===== src/rtl/cursor_overlay.sv =====
// -----------------------------------------------------------------------------
// cursor_overlay
//
// Purpose:
//   Cursor/video mixer sitting between the character generator and the video
//   pin. Holds the committed cursor position, accepts new positions through a
//   valid/ready handshake and only commits them during vertical blanking, so
//   the cursor never tears mid-frame. Blink phase is derived from a count of
//   vblank rising edges. Supports off / blinking block / blinking underline /
//   steady block styles. The video output is registered (one cycle latency).
//
// Parameters:
//   COLS, ROWS      text geometry; positions are clamped to COLS-1 / ROWS-1
//   COL_W, ROW_W    widths of column / row buses
//   LINE_W          width of the glyph scanline index
//   UL_LINE         scanline drawn by the underline cursor
//   BLINK_FRAMES    vblank rising edges per blink half-period (>= 1)
//   VIDEO_ON        active pixel polarity; blanking drives ~VIDEO_ON
//
// Ports:
//   pclk          in   pixel clock
//   clr           in   asynchronous reset, active-low
//   hblank        in   horizontal blanking
//   vblank        in   vertical blanking
//   col, row      in   character cell of the current pixel
//   line          in   scanline within the glyph
//   char_pixel    in   glyph pixel from the character generator (1 = lit)
//   cursor_mode   in   00 off, 01 blink block, 10 blink underline, 11 steady
//   wr_valid      in   new absolute position offered
//   wr_ready      out  high when no position update is pending
//   wr_x, wr_y    in   new absolute position
//   cursor_x/_y   out  committed cursor position
//   video         out  registered video pixel
//
// Optional feature (macro CURSOR_OVERLAY_STEP_EN):
//   Adds step_valid / step_dir (00 left, 01 right, 10 up, 11 down) for
//   relative single-cell moves, saturating at the screen edges. An absolute
//   write offered in the same cycle takes priority and the step is dropped.
// -----------------------------------------------------------------------------
module cursor_overlay #(
    parameter int   COLS         = 80,
    parameter int   ROWS         = 24,
    parameter int   COL_W        = 7,
    parameter int   ROW_W        = 5,
    parameter int   LINE_W       = 4,
    parameter int   UL_LINE      = 15,
    parameter int   BLINK_FRAMES = 30,
    parameter logic VIDEO_ON     = 1'b1
) (
    input  logic              pclk,
    input  logic              clr,
    input  logic              hblank,
    input  logic              vblank,
    input  logic [COL_W-1:0]  col,
    input  logic [ROW_W-1:0]  row,
    input  logic [LINE_W-1:0] line,
    input  logic              char_pixel,
    input  logic [1:0]        cursor_mode,
    input  logic              wr_valid,
    output logic              wr_ready,
    input  logic [COL_W-1:0]  wr_x,
    input  logic [ROW_W-1:0]  wr_y,
`ifdef CURSOR_OVERLAY_STEP_EN
    input  logic              step_valid,
    input  logic [1:0]        step_dir,
`endif
    output logic [COL_W-1:0]  cursor_x,
    output logic [ROW_W-1:0]  cursor_y,
    output logic              video
);

    localparam logic [COL_W-1:0]  MAX_X    = COL_W'(COLS - 1);
    localparam logic [ROW_W-1:0]  MAX_Y    = ROW_W'(ROWS - 1);
    localparam logic [LINE_W-1:0] UL_ROW   = LINE_W'(UL_LINE);
    localparam int                CNT_W    = (BLINK_FRAMES > 1) ? $clog2(BLINK_FRAMES) : 1;
    localparam logic [CNT_W-1:0]  CNT_LAST = CNT_W'(BLINK_FRAMES - 1);

    typedef enum logic [1:0] {
        MODE_OFF      = 2'b00,
        MODE_BLINK_BL = 2'b01,
        MODE_BLINK_UL = 2'b10,
        MODE_STEADY   = 2'b11
    } mode_e;

    // State
    logic [COL_W-1:0] r_cursor_x;
    logic [ROW_W-1:0] r_cursor_y;
    logic [COL_W-1:0] r_pend_x;
    logic [ROW_W-1:0] r_pend_y;
    logic             r_pending;
    logic             r_blink_on;
    logic [CNT_W-1:0] r_frame_cnt;
    logic             r_vblank_q;
    logic             r_video;

    // Combinational
    logic             w_ready;
    logic             w_load;
    logic [COL_W-1:0] w_load_x;
    logic [ROW_W-1:0] w_load_y;
    logic             w_commit;
    logic             w_vb_rise;
    logic             w_hit;
    logic             w_cur_px;
    logic             w_blank;

    assign w_ready   = ~r_pending;
    // Commit happens on any vblank edge while pending; the acceptance edge is
    // naturally excluded because r_pending is still 0 there.
    assign w_commit  = r_pending & vblank;
    assign w_vb_rise = vblank & ~r_vblank_q;
    assign w_hit     = (col == r_cursor_x) && (row == r_cursor_y);
    assign w_blank   = hblank | vblank;

    // Decide what (if anything) loads the pending position this cycle.
    always_comb begin
        // NOTE: every signal driven here gets a default first, so no path
        // leaves it unassigned and no latch is inferred.
        w_load   = 1'b0;
        w_load_x = r_cursor_x;
        w_load_y = r_cursor_y;
        if (wr_valid && w_ready) begin
            w_load   = 1'b1;
            w_load_x = (wr_x > MAX_X) ? MAX_X : wr_x;
            w_load_y = (wr_y > MAX_Y) ? MAX_Y : wr_y;
        end
`ifdef CURSOR_OVERLAY_STEP_EN
        else if (step_valid && w_ready) begin
            w_load = 1'b1;
            case (step_dir)
                2'b00: if (r_cursor_x != '0)  w_load_x = r_cursor_x - COL_W'(1);
                2'b01: if (r_cursor_x < MAX_X) w_load_x = r_cursor_x + COL_W'(1);
                2'b10: if (r_cursor_y != '0)  w_load_y = r_cursor_y - ROW_W'(1);
                default: if (r_cursor_y < MAX_Y) w_load_y = r_cursor_y + ROW_W'(1);
            endcase
        end
`endif
    end

    // Cursor pixel for the current cell, mode sampled live.
    always_comb begin
        w_cur_px = 1'b0;
        case (mode_e'(cursor_mode))
            MODE_BLINK_BL: w_cur_px = w_hit & r_blink_on;
            MODE_BLINK_UL: w_cur_px = w_hit & r_blink_on & (line == UL_ROW);
            MODE_STEADY:   w_cur_px = w_hit;
            default:       w_cur_px = 1'b0;
        endcase
    end

    // NOTE: sequential state is updated with non-blocking assignments so every
    // register samples the pre-edge values, independent of statement order.
    always_ff @(posedge pclk or negedge clr) begin
        if (!clr) begin
            r_cursor_x  <= '0;
            r_cursor_y  <= '0;
            r_pend_x    <= '0;
            r_pend_y    <= '0;
            r_pending   <= 1'b0;
            r_blink_on  <= 1'b1;
            r_frame_cnt <= '0;
            r_vblank_q  <= 1'b0;
            r_video     <= ~VIDEO_ON;
        end else begin
            r_vblank_q <= vblank;

            // Handshake and vblank commit are mutually exclusive: a load needs
            // r_pending == 0, a commit needs r_pending == 1.
            if (w_load) begin
                r_pend_x  <= w_load_x;
                r_pend_y  <= w_load_y;
                r_pending <= 1'b1;
            end else if (w_commit) begin
                r_cursor_x <= r_pend_x;
                r_cursor_y <= r_pend_y;
                r_pending  <= 1'b0;
            end

            // A commit restarts the blink phase visibly on; it overrides a
            // coincident vblank rising edge.
            if (w_commit) begin
                r_blink_on  <= 1'b1;
                r_frame_cnt <= '0;
            end else if (w_vb_rise) begin
                if (r_frame_cnt == CNT_LAST) begin
                    r_frame_cnt <= '0;
                    r_blink_on  <= ~r_blink_on;
                end else begin
                    r_frame_cnt <= r_frame_cnt + CNT_W'(1);
                end
            end

            if (w_blank)
                r_video <= ~VIDEO_ON;
            else
                r_video <= (char_pixel ^ w_cur_px) ? VIDEO_ON : ~VIDEO_ON;
        end
    end

    assign wr_ready = w_ready;
    assign cursor_x = r_cursor_x;
    assign cursor_y = r_cursor_y;
    assign video    = r_video;

endmodule


===== config.mk =====
export PLATFORM = sky130hd
export DESIGN_NAME = cursor_overlay
export DESIGN_NICKNAME = d
export VERILOG_FILES = /design/src/rtl/cursor_overlay.sv
export SDC_FILE = /design/constraint.sdc
export NUM_CORES = 1
export LEC_CHECK = 0
export ABC_AREA = 1
export BUFFER_PORTS_ARGS = -buffer_cell sky130_fd_sc_hd__buf_2
export CAP_MARGIN = 20
export CORE_AREA = 2 2 60 62
export CTS_CLUSTER_SIZE = 20
export DETAILED_ROUTE_END_ITERATION = 16
export DIE_AREA = 0 0 62 64
export GPL_TIMING_DRIVEN = 0
export PLACE_DENSITY_LB_ADDON = 0.25
export SYNTH_ARGS = -nofsm -noshare
export SYNTH_HDL_FRONTEND = slang
export SYNTH_SLANG_ARGS = --single-unit
export TNS_END_PERCENT = 1

===== constraint.sdc =====
create_clock -name pclk -period 1.3 [get_ports pclk]
set_input_delay 0.065 -clock pclk [delete_from_list [all_inputs] [get_ports pclk]]
set_output_delay 0.065 -clock pclk [all_outputs]
set_load 0.03 [all_outputs]

==> results of run 1 <==
[worst paths after layout]
path / to / slack [ns] / cells past startpoint
setup reg to reg: r_blink_on$_DFFE_PN1P_ / 0.0008 / 8
hold / removal: r_pend_y[1]$_DFFE_PN0P_ / 0.14 / 5
hold reg to reg: r_pend_x[6]$_DFFE_PN0P_ / 0.52 / 2
min in group asynchronous: cursor_y[2]$_DFFE_PN0P_ / 0.32 / 2
setup / recovery: r_blink_on$_DFFE_PN1P_ / 0.0008 / 8
max in group asynchronous: r_pending$_DFFE_PN0P_ / 0.48 / 2
[registers in the layout (all words and copies together) (netlist names)]
name	count
r_vblank_q	1
r_blink_on	1
r_pend_x	7
r_frame_cnt	5
cursor_x	7
r_pending	1
cursor_y	5
video	1
r_pend_y	5
[cell families (layout without fill, tap and decap cells)]
kind of cell    Yosys count  after routing  share of synthesized area [%]
fa+ha+maj                 2              2                           1.55
buf+inv                  44            118                           10.2
xor+xnor                  4              4                           2.17
simple gates             80             80                           21.3
flops                    33             33                           51.3
compound gates           41             41                           13.5
[power groups by stage]
stage                     Combinational [mW]  Sequential [mW]  Clock, mW
after global routing                    1.26             1.55      0.740
after detailed placement                1.02             1.53          0
after CTS                               1.07             1.51      0.690
final                                   1.10             1.51      0.674
after floorplan                        0.488             1.71          0
after global placement                 0.998             1.52          0
[critical path, cell delays in order (launching register included)]
cell and delay [ns]:
dfrtp_1 0.41, inv_1 0.06, ha_1 0.14, nand4_1 0.09
nand2_1 0.11, inv_1 0.11, nor2_4 0.14, nand3_1 0.09
o21a_1 0.11
[Yosys cell counts, types with 2 or more instances]
cell type,count
nor2_1,16
ha_1,2
nand2_1,51
xnor2_1,2
o21ai_0,32
nand3_1,5
a21oi_1,4
dfrtp_1,32
clkbuf_1,3
xor2_1,2
inv_1,40
o21a_1,2
[layout make-up]
cell class | count | area (um^2) | share of cell area, %
buffer | 3 | 15.0 | 0.684
clock buffer | 7 | 65.1 | 2.96
clock inverter | 1 | 5.00 | 0.228
inverter | 41 | 154 | 7.01
multi-input combinational | 127 | 658 | 30.0
sequential | 33 | 828 | 37.7
tap | 46 | 57.6 | 2.62
timing repair buffer | 66 | 413 | 18.8
[stage by stage]
step / setup slack [ns] / util [%] / instance area, um^2
after global placement: -0.0848 / 58.3 / 1920
after floorplan: 0.0486 / - / 1610
after CTS: -0.00346 / 65.5 / 2150
after global routing: -0.110 / 66.9 / 2200
after detailed placement: -0.104 / 58.3 / 1920
final: 0.000821 / 66.9 / 2200
[timing repair]
item	in CTS	in global routing
pin swaps	0	7
setup endpoints to repair	12	23
hold endpoints to repair	47	0
hold buffers	16	0
setup buffers	0	1
resized for setup	2	16
[layer usage]
layer	global-route usage, %	routed length (um)
met1	27.4	1550
met2	35.2	1890
met5	0	0
met3	6.07	210
met4	8.51	80
==> summary.txt, run 1 <==
Placement
  – Final Wtd Congestion: 0.826
  – Dpl hpwl: 2530 um
  – IO Port Bufs: 49
  – Dpl cells: 299

Pwr
  – Tot Pwr: 3.29 mW
  – P_int: 2.02 mW
  – Sw Share: 38.5%
  – PwrDens: 1500 nW/um^2
  – Sw power: 1.27 mW
  – Gate power share: 33.6%
  – Leakage: 1.21 nW
  – Flop pwr share: 46.0%
  – Clock power share: 20.5%
  – Peak supply drop: 0.000814 V

Yosys
  – Post-synth net total: 242
  – Post-Syn Area: 1610 um^2
  – Distinct cells, synth: 25
  – Seq/Total Area, Yosys: 51.3%
  – Top cell type's share of synthesized area: 49.7%
  – Syn Area/Cell: 7.91 um^2
  – Yosys warns: 0
  – Top cells by area, synth: dfrtp_1 50%, nand2_1 12%, o21ai_0 9.9%, inv_1 9.3%, nor2_1 3.7%
  – Leading area contributor after synthesis: dfrtp_1
  – Number of enable flip-flop cells after synthesis: 0
  – Synth Flop Type: dfrtp_1
  – Yosys reg bits: 33
  – Fraction of registers with async set or reset after synthesis: 100%
  – Synthesized netlist cell count: 204

STA
  – Hold_ws: 0.144 ns
  – Setup-failing EPs final: 0
  – TNS Setup: 0 ns
  – F_max: 770 MHz
  – Minimum clock period: 1.30 ns
  – Final Hold Vio Count: 0
  – Clock skew: 0.00681 ns
  – Headroom to the max-slew limit: 51.1%
  – Final period util: 99.9%
  – Slew Viols, Final: 0
  – Worst slew pin tran: 0.733 ns
  – RSZ-0062 raised after global routing: yes

Layout
  – Non-filler cells, final: 324
  – Fill cells: 290
  – N_diodes: 0
  – Most common cell after layout, fill and taps aside: buf_2
  – P&R area growth vs syn: 36.2%
  – Ratio of cells with drive above 1 in the final layout: 28.1%
  – Most frequent cells in the layout: 50 x buf_2, 48 x nand2_1, 39 x inv_1, 31 x o21ai_0, 31 x dfrtp_1
  – # nets final: 315

Route
  – Avg Vias per Cell: 4.81
  – Via count: 1560
  – Initial drt markers: 80
  – Post-Route WL: 3730 um
  – # DRC: 0
  – Detail Route Antenna Nets: 0
  – Drt wl/cell: 11.5 um
  – Drt pass-1 iters: 4

Floorplanning
  – Die width: 62 um
  – Row count: 21
  – Core Area: 3280 um^2
  – Starting density of the core: 49.1%
  – Die height: 64 um
  – Die Area: 3970 um^2
  – Num ports: 50

Setup path
  – Crit start category: flop
  – CP Launch Point: r_frame_cnt[1]$_DFFE_PN0P_
  – FF-to-FF Start: r_frame_cnt[1]$_DFFE_PN0P_
  – Crit Path Category: flop to flop
  – Critical Path RT: 1.58 ns
  – Crit Path Max Fanout: 4
  – Crit end category: flop
  – Critical Path AT: 1.58 ns

GRT
  – Vias in the first global route: 1479
  – Largest net degree at the start of global routing: 34
  – First-pass GRT wire length: 6400 um
  – Remaining Overflow, GRT: 0
  – Antenna violations before repair: 0
  – Global-route usage over all layers: 21.9%

Clock network
  – CTS tree: yes
  – Clock Latency Late Sink: 0.34 ns
  – CTS Buffer Depth: 2
  – Worst-path clk slew: 0.10 ns
  – H-Tree Depth: 2
  – CTS Buf Count: 5
  – Clock sink count: 33
  – Root buf cell: clkbuf_4

Run
  – Number of max-cap violations: 0

Status
  – Status: finished, final reports clean

Min path
  – Hold path start: wr_valid
  – Hold WC Path Type: primary input to flop
(Power assumes the default switching activity.)
==> inputs of run 2 (changes only) <==
- SETUP_SLACK_MARGIN: unset -> 0.4
==> run 2 against run 1 <==
Net effect:
- die area is the same
- largest power group unchanged
- count of clock-buffer cells in the layout is 1 higher
- combinational power is 25% higher
- flip-flop and latch count unchanged
- first-iteration DRC count decreased by 44%
- clock skew is 0.0026 ns higher
- critical endpoint unchanged
==> summary.txt, run 2 (same netlist as run 1, synthesis figures left out) <==
Floorplanning
  – Die height: 64 um
  – Row count: 21
  – Die width: 62 um
  – Die Area: 3970 um^2
  – Core Area: 3280 um^2
  – Starting density of the core: 49.1%
  – Num ports: 50

Clock network
  – CTS Buffer Depth: 2
  – Worst-path clk slew: 0.10 ns
  – CTS tree: yes
  – Root buf cell: clkbuf_4
  – Clock sink count: 33
  – CTS Buf Count: 5
  – Clock Latency Late Sink: 0.33 ns
  – H-Tree Depth: 2

STA
  – Minimum clock period: 1.23 ns
  – Headroom to the max-slew limit: 70.5%
  – Final Hold Vio Count: 0
  – Worst slew pin tran: 0.442 ns
  – Hold_ws: 0.0680 ns
  – Clock skew: 0.00944 ns
  – RSZ-0062 raised after global routing: yes
  – Slew Viols, Final: 0
  – Setup-failing EPs final: 0
  – Final period util: 94.4%
  – F_max: 815 MHz

Run
  – Number of max-cap violations: 0

Setup path
  – Crit Path Max Fanout: 4
  – CP Launch Point: r_frame_cnt[1]$_DFFE_PN0P_
  – Crit start category: flop
  – FF-to-FF Start: r_frame_cnt[1]$_DFFE_PN0P_
  – Reg2reg end: r_blink_on$_DFFE_PN1P_
  – Crit Path Category: flop to flop
  – Critical Path AT: 1.50 ns
  – Crit end category: flop
  – Reg2Reg Setup Slack: 0.07 ns
  – Reg2Reg Depth: 8
  – Critical Path RT: 1.57 ns

GRT
  – Antenna violations before repair: 0
  – Global-route usage over all layers: 20.2%
  – Vias in the first global route: 1352
  – First-pass GRT wire length: 5790 um
  – Remaining Overflow, GRT: 0
  – Largest net degree at the start of global routing: 34

Min path
  – Worst hold stages: 4
  – Worst Hold Path EP: video$_DFF_PN0_
  – Hold WC Path Type: primary input to flop
  – Hold path start: vblank

Layout
  – Most common cell after layout, fill and taps aside: nand2_1
  – # nets final: 319
  – N_diodes: 0
  – Area of the multi-input gates: 708 um^2
  – Final Util: 72.5%
  – Ratio of cells with drive above 1 in the final layout: 35.8%
  – Reg area: 843 um^2
  – P&R area growth vs syn: 47.7%
  – Most frequent cells in the layout: 51 x nand2_1, 38 x inv_1, 36 x buf_2, 19 x o21ai_0, 19 x dfrtp_1
  – Fill cells: 256

Placement
  – Dpl hpwl: 2460 um
  – Final Wtd Congestion: 0.784
  – IO Port Bufs: 49

Route
  – Drt wl/cell: 11.2 um
  – Avg Vias per Cell: 4.64
  – Detail Route Antenna Nets: 0
  – Via count: 1521
  – # DRC: 0
  – Drt pass-1 iters: 4
  – Initial drt markers: 45
  – Post-Route WL: 3680 um

Pwr
  – Peak supply drop: 0.000665 V
  – PwrDens: 1470 nW/um^2
  – Leakage: 1.24 nW

Status
  – Status: finished, final reports clean
## run 2: changes by cell type in the layout (fill, tap and decap cells not counted), moves of 6 or more
cell | previous run | this run
dfrtp_1 | 31 | 19
buf_6 | 0 | 14
o21ai_1 | 1 | 7
o21ai_0 | 31 | 19
buf_2 | 50 | 36
o21ai_2 | 0 | 6
dfrtp_2 | 1 | 13
## run 2: what timing repair did
item | CTS | global route
endpoints found under the setup margin | 46 | 78
hold endpoints to repair | 45 | 3
cloned | 0 | 0
hold buffers | 14 | 2
pin swaps | 2 | 14
setup buffers | 5 | 0
resized for setup | 8 | 82
## run 2: through the flow
| step | cell area, um^2 | cells | power, mW | TNS [ns] | worst slack (ns) |
|---|---|---|---|---|---|
| global route | 2380 | 328 | 3.78 | -0.0609 | -0.0368 |
| finish | 2380 | 328 | 3.51 | 0 | 0.0725 |
| floorplan | 1630 | 204 | 2.24 | 0 | 0.144 |
| detailed placement | 1940 | 299 | 2.58 | -0.0367 | -0.0164 |
| global placement | 1940 | 299 | 2.55 | 0 | 0.0104 |
| CTS | 2200 | 326 | 3.27 | 0 | 0.0610 |
## run 2: worst max path at each step
stage | depth (start not counted) | endpoint | slack [ns]
floorplan | 9 | video$_DFF_PN0_ | 0.14
global placement | 3 | r_pend_y[2]$_DFFE_PN0P_ | 0.01
detailed placement | 3 | r_pend_x[2]$_DFFE_PN0P_ | -0.02
CTS | 9 | video$_DFF_PN0_ | 0.06
global route | 8 | r_blink_on$_DFFE_PN1P_ | -0.04
finish | 8 | r_blink_on$_DFFE_PN1P_ | 0.07
## run 2: layout make-up
cell class,count,area share (%)
flip-flops and latches,33,35.4
multi-input cells,127,29.7
repair buffers,70,22.4
inverters,41,6.57
well taps,46,2.42
clock buffers,8,2.47
plain buffers,3,1.05
## run 2: worst max-delay path: stages, from the launching register on
cell	delay, ns
dfrtp_1	0.40
inv_1	0.06
ha_1	0.13
nand4_1	0.09
nand2_1	0.11
inv_2	0.07
nor2_4	0.13
nand3_2	0.07
o21a_1	0.10
## run 2: per-layer routing
metal,up-vias,wire (um),global-route usage [%]
met5,-,0,0
met1,674,1630,26.0
li1,784,-,-
met2,50,1720,29.9
met3,13,202,7.09
met4,0,124,9.04
## run 2: report_power, final
| group | total, mW | leakage (nW) | internal, mW | switching [mW] |
|---|---|---|---|---|
| Sequential | 1.55 | 0.392 | 1.32 | 0.236 |
| Clock | 0.588 | 0.0326 | 0.267 | 0.321 |
| Combinational | 1.37 | 0.818 | 0.625 | 0.747 |
| Total | 3.51 | 1.24 | 2.21 | 1.30 |
==> inputs of run 3 (changes only) <==
- CELL_PAD_IN_SITES_DETAIL_PLACEMENT: unset -> 0
- CELL_PAD_IN_SITES_GLOBAL_PLACEMENT: unset -> 1
- CORE_AREA: 2 2 60 62 -> 2 2 70 72
- DIE_AREA: 0 0 62 64 -> 0 0 72 74
==> run 3 against run 2 <==
Net effect:
- the run now ends with negative hold slack left
- count of clock-buffer cells in the layout fell by 1
- sequential share of layout area up 0.59 points
- first-iteration DRC count fell by 40%
- die area rose by 34%
- critical path depth grew 1
- non-clock buffer count shrank 12
- register-to-register slack improved by 0.02 ns
- clock power is 70% higher
- flip-flop and latch count did not move
- combinational power about the same
==> summary.txt, run 3 (same netlist as run 1, synthesis figures left out) <==
Placement
  – IO Port Bufs: 49
  – Final Wtd Congestion: 0.779
  – Dpl hpwl: 2600 um

Route
  – Via count: 1439
  – Drt pass-1 iters: 4
  – # DRC: 0
  – Post-Route WL: 3660 um
  – Drt wl/cell: 11.3 um
  – Avg Vias per Cell: 4.44
  – Detail Route Antenna Nets: 0
  – Initial drt markers: 27

GRT
  – Global route hottest layer: met2
  – Largest net degree at the start of global routing: 34
  – Met3 usage: 4.74%
  – Global-route usage over all layers: 14.8%
  – Vias in the first global route: 1317
  – First-pass GRT wire length: 5890 um
  – Antenna violations before repair: 0
  – GR Util met1: 18.3%
  – Remaining Overflow, GRT: 0
  – GR Layer Usage met2: 23.1%

Clock network
  – Root buf cell: clkbuf_8
  – Clock Latency Late Sink: 0.29 ns
  – CTS tree: yes
  – CTS Buf Count: 5
  – CTS Buffer Depth: 2
  – H-Tree Depth: 2
  – Worst-path clk slew: 0.07 ns
  – Clock sink count: 33

Setup path
  – CP max stage delay: 0.54 ns
  – Crit start category: flop
  – Bufs and invs on worst path: 1
  – Reg2Reg Setup Slack: 0.09 ns
  – Critical Path RT: 1.48 ns
  – Most used cell, CP: nand2_1
  – Reg2reg end: video$_DFF_PN0_
  – Critical Path AT: 1.38 ns
  – Crit Path Category: flop to flop
  – FF-to-FF Start: r_blink_on$_DFFE_PN1P_
  – Crit Path Max Fanout: 3
  – Crit end category: flop
  – Crit-path cells: nand2_1, inv_1, nand2_1, nand2_1, nand3_1, nor2_1, nand3_1, nand2_1, nor2_1
  – CP top delay family: flip-flops
  – Critical path's slowest cell: dfstp_2
  – Reg2Reg Depth: 9

Floorplanning
  – Num ports: 50
  – Row count: 25
  – Die height: 74 um
  – Die Area: 5330 um^2
  – Die width: 72 um
  – Starting density of the core: 35.1%
  – Core Area: 4600 um^2

Pwr
  – Flop pwr share: 39.7%
  – Sw Share: 34.5%
  – Leakage: 1.22 nW
  – P_int: 2.55 mW
  – PwrDens: 1660 nW/um^2
  – Sw power: 1.34 mW
  – Peak supply drop: 0.000676 V
  – Gate power share: 34.5%
  – Clock power share: 25.8%

Layout
  – # nets final: 307
  – Most common cell after layout, fill and taps aside: nand2_1
  – Ratio of cells with drive above 1 in the final layout: 39.3%
  – P&R area growth vs syn: 45.3%
  – Final Util: 51.0%
  – Most frequent cells in the layout: 50 x nand2_1, 38 x inv_1, 37 x buf_2, 19 x dfrtp_1, 16 x buf_6
  – N_diodes: 0

Min path
  – Hold WC Path Type: primary input to asynchronous set/reset pin

Run
  – Number of max-cap violations: 0

Status
  – Failing checks: negative hold slack
  – Status: finished, violations left

STA
  – Clock skew: 0.00183 ns
  – Worst slew pin tran: 0.733 ns
  – RSZ-0062 raised after global routing: yes
  – Minimum clock period: 1.21 ns
  – F_max: 830 MHz
  – Setup-failing EPs final: 0
  – Final Hold Vio Count: 33
  – Slew Viols, Final: 0
  – Headroom to the max-slew limit: 51.1%
  – Hold_ws: -0.166 ns
  – Final period util: 92.7%
run 3: cell types whose count changed in the layout (fill, tap and decap cells not counted), moves of 2 or more:
cell	before	now
dlygate4sd3_1	16	4
clkbuf_4	6	0
clkbuf_8	1	6
o21ai_2	6	11
o21ai_0	19	15
buf_4	5	3
buf_6	14	16
run 3: how the worst max path moves through the flow:
| stage | startpoint | endpoint | slack [ns] | cells past startpoint |
|---|---|---|---|---|
| after floorplan | cursor_x[0]$_DFFE_PN0P_ | video$_DFF_PN0_ | 0.14 | 9 |
| after global placement | r_pending$_DFFE_PN0P_ | r_pend_x[5]$_DFFE_PN0P_ | -0.06 | 3 |
| after detailed placement | r_pending$_DFFE_PN0P_ | r_pend_y[1]$_DFFE_PN0P_ | -0.07 | 3 |
| after CTS | r_frame_cnt[1]$_DFFE_PN0P_ | r_blink_on$_DFFE_PN1P_ | 0.08 | 8 |
| after global routing | r_frame_cnt[1]$_DFFE_PN0P_ | r_blink_on$_DFFE_PN1P_ | -0.03 | 8 |
| final | r_blink_on$_DFFE_PN1P_ | video$_DFF_PN0_ | 0.09 | 9 |
run 3: stage by stage:
step                area (um^2)  worst slack (ns)  power, mW  std cells  setup TNS, ns
floorplan                  1630             0.144       2.24        204              0
global placement           1950           -0.0650       2.56        307         -0.535
detailed placement         1950           -0.0665       2.58        307         -0.581
CTS                        2150            0.0796       3.66        323              0
global route               2340           -0.0300       4.15        324        -0.0300
finish                     2340            0.0948       3.89        324              0
run 3: metal layers:
layer  vias to the layer above  wire length [um]
met4                         0                89
met5                         -                 0
met3                         8               238
met2                        40              1730
li1                        763                 -
met1                       628              1600
run 3: cell type report:
cell class | count | area [um^2]
Buffer | 3 | 25.0
Tap cell | 54 | 67.6
Clock buffer | 7 | 86.3
Inverter | 41 | 159
Sequential cell | 33 | 843
Timing Repair Buffer | 58 | 418
Clock inverter | 1 | 30.0
Fill cell | 445 | 2250
Multi-Input combinational cell | 127 | 714
run 3: timing repair:
action / CTS / global route
endpoints found under the hold margin: 35 / 33
resized for setup: 8 / 90
pin swaps: 3 / 13
hold buffers: 3 / 1
setup buffers: 5 / 0
endpoints found under the setup margin: 45 / 46
run 3: power groups by stage:
stage	sequential, mW	combinational, mW	clock [mW]
4_1_cts	1.52	1.12	1.01
5_1_grt	1.59	1.50	1.06
2_1_floorplan	1.74	0.495	0
3_5_place_dp	1.55	1.03	0
6_report	1.54	1.34	1.00
3_3_place_gp	1.54	1.02	0
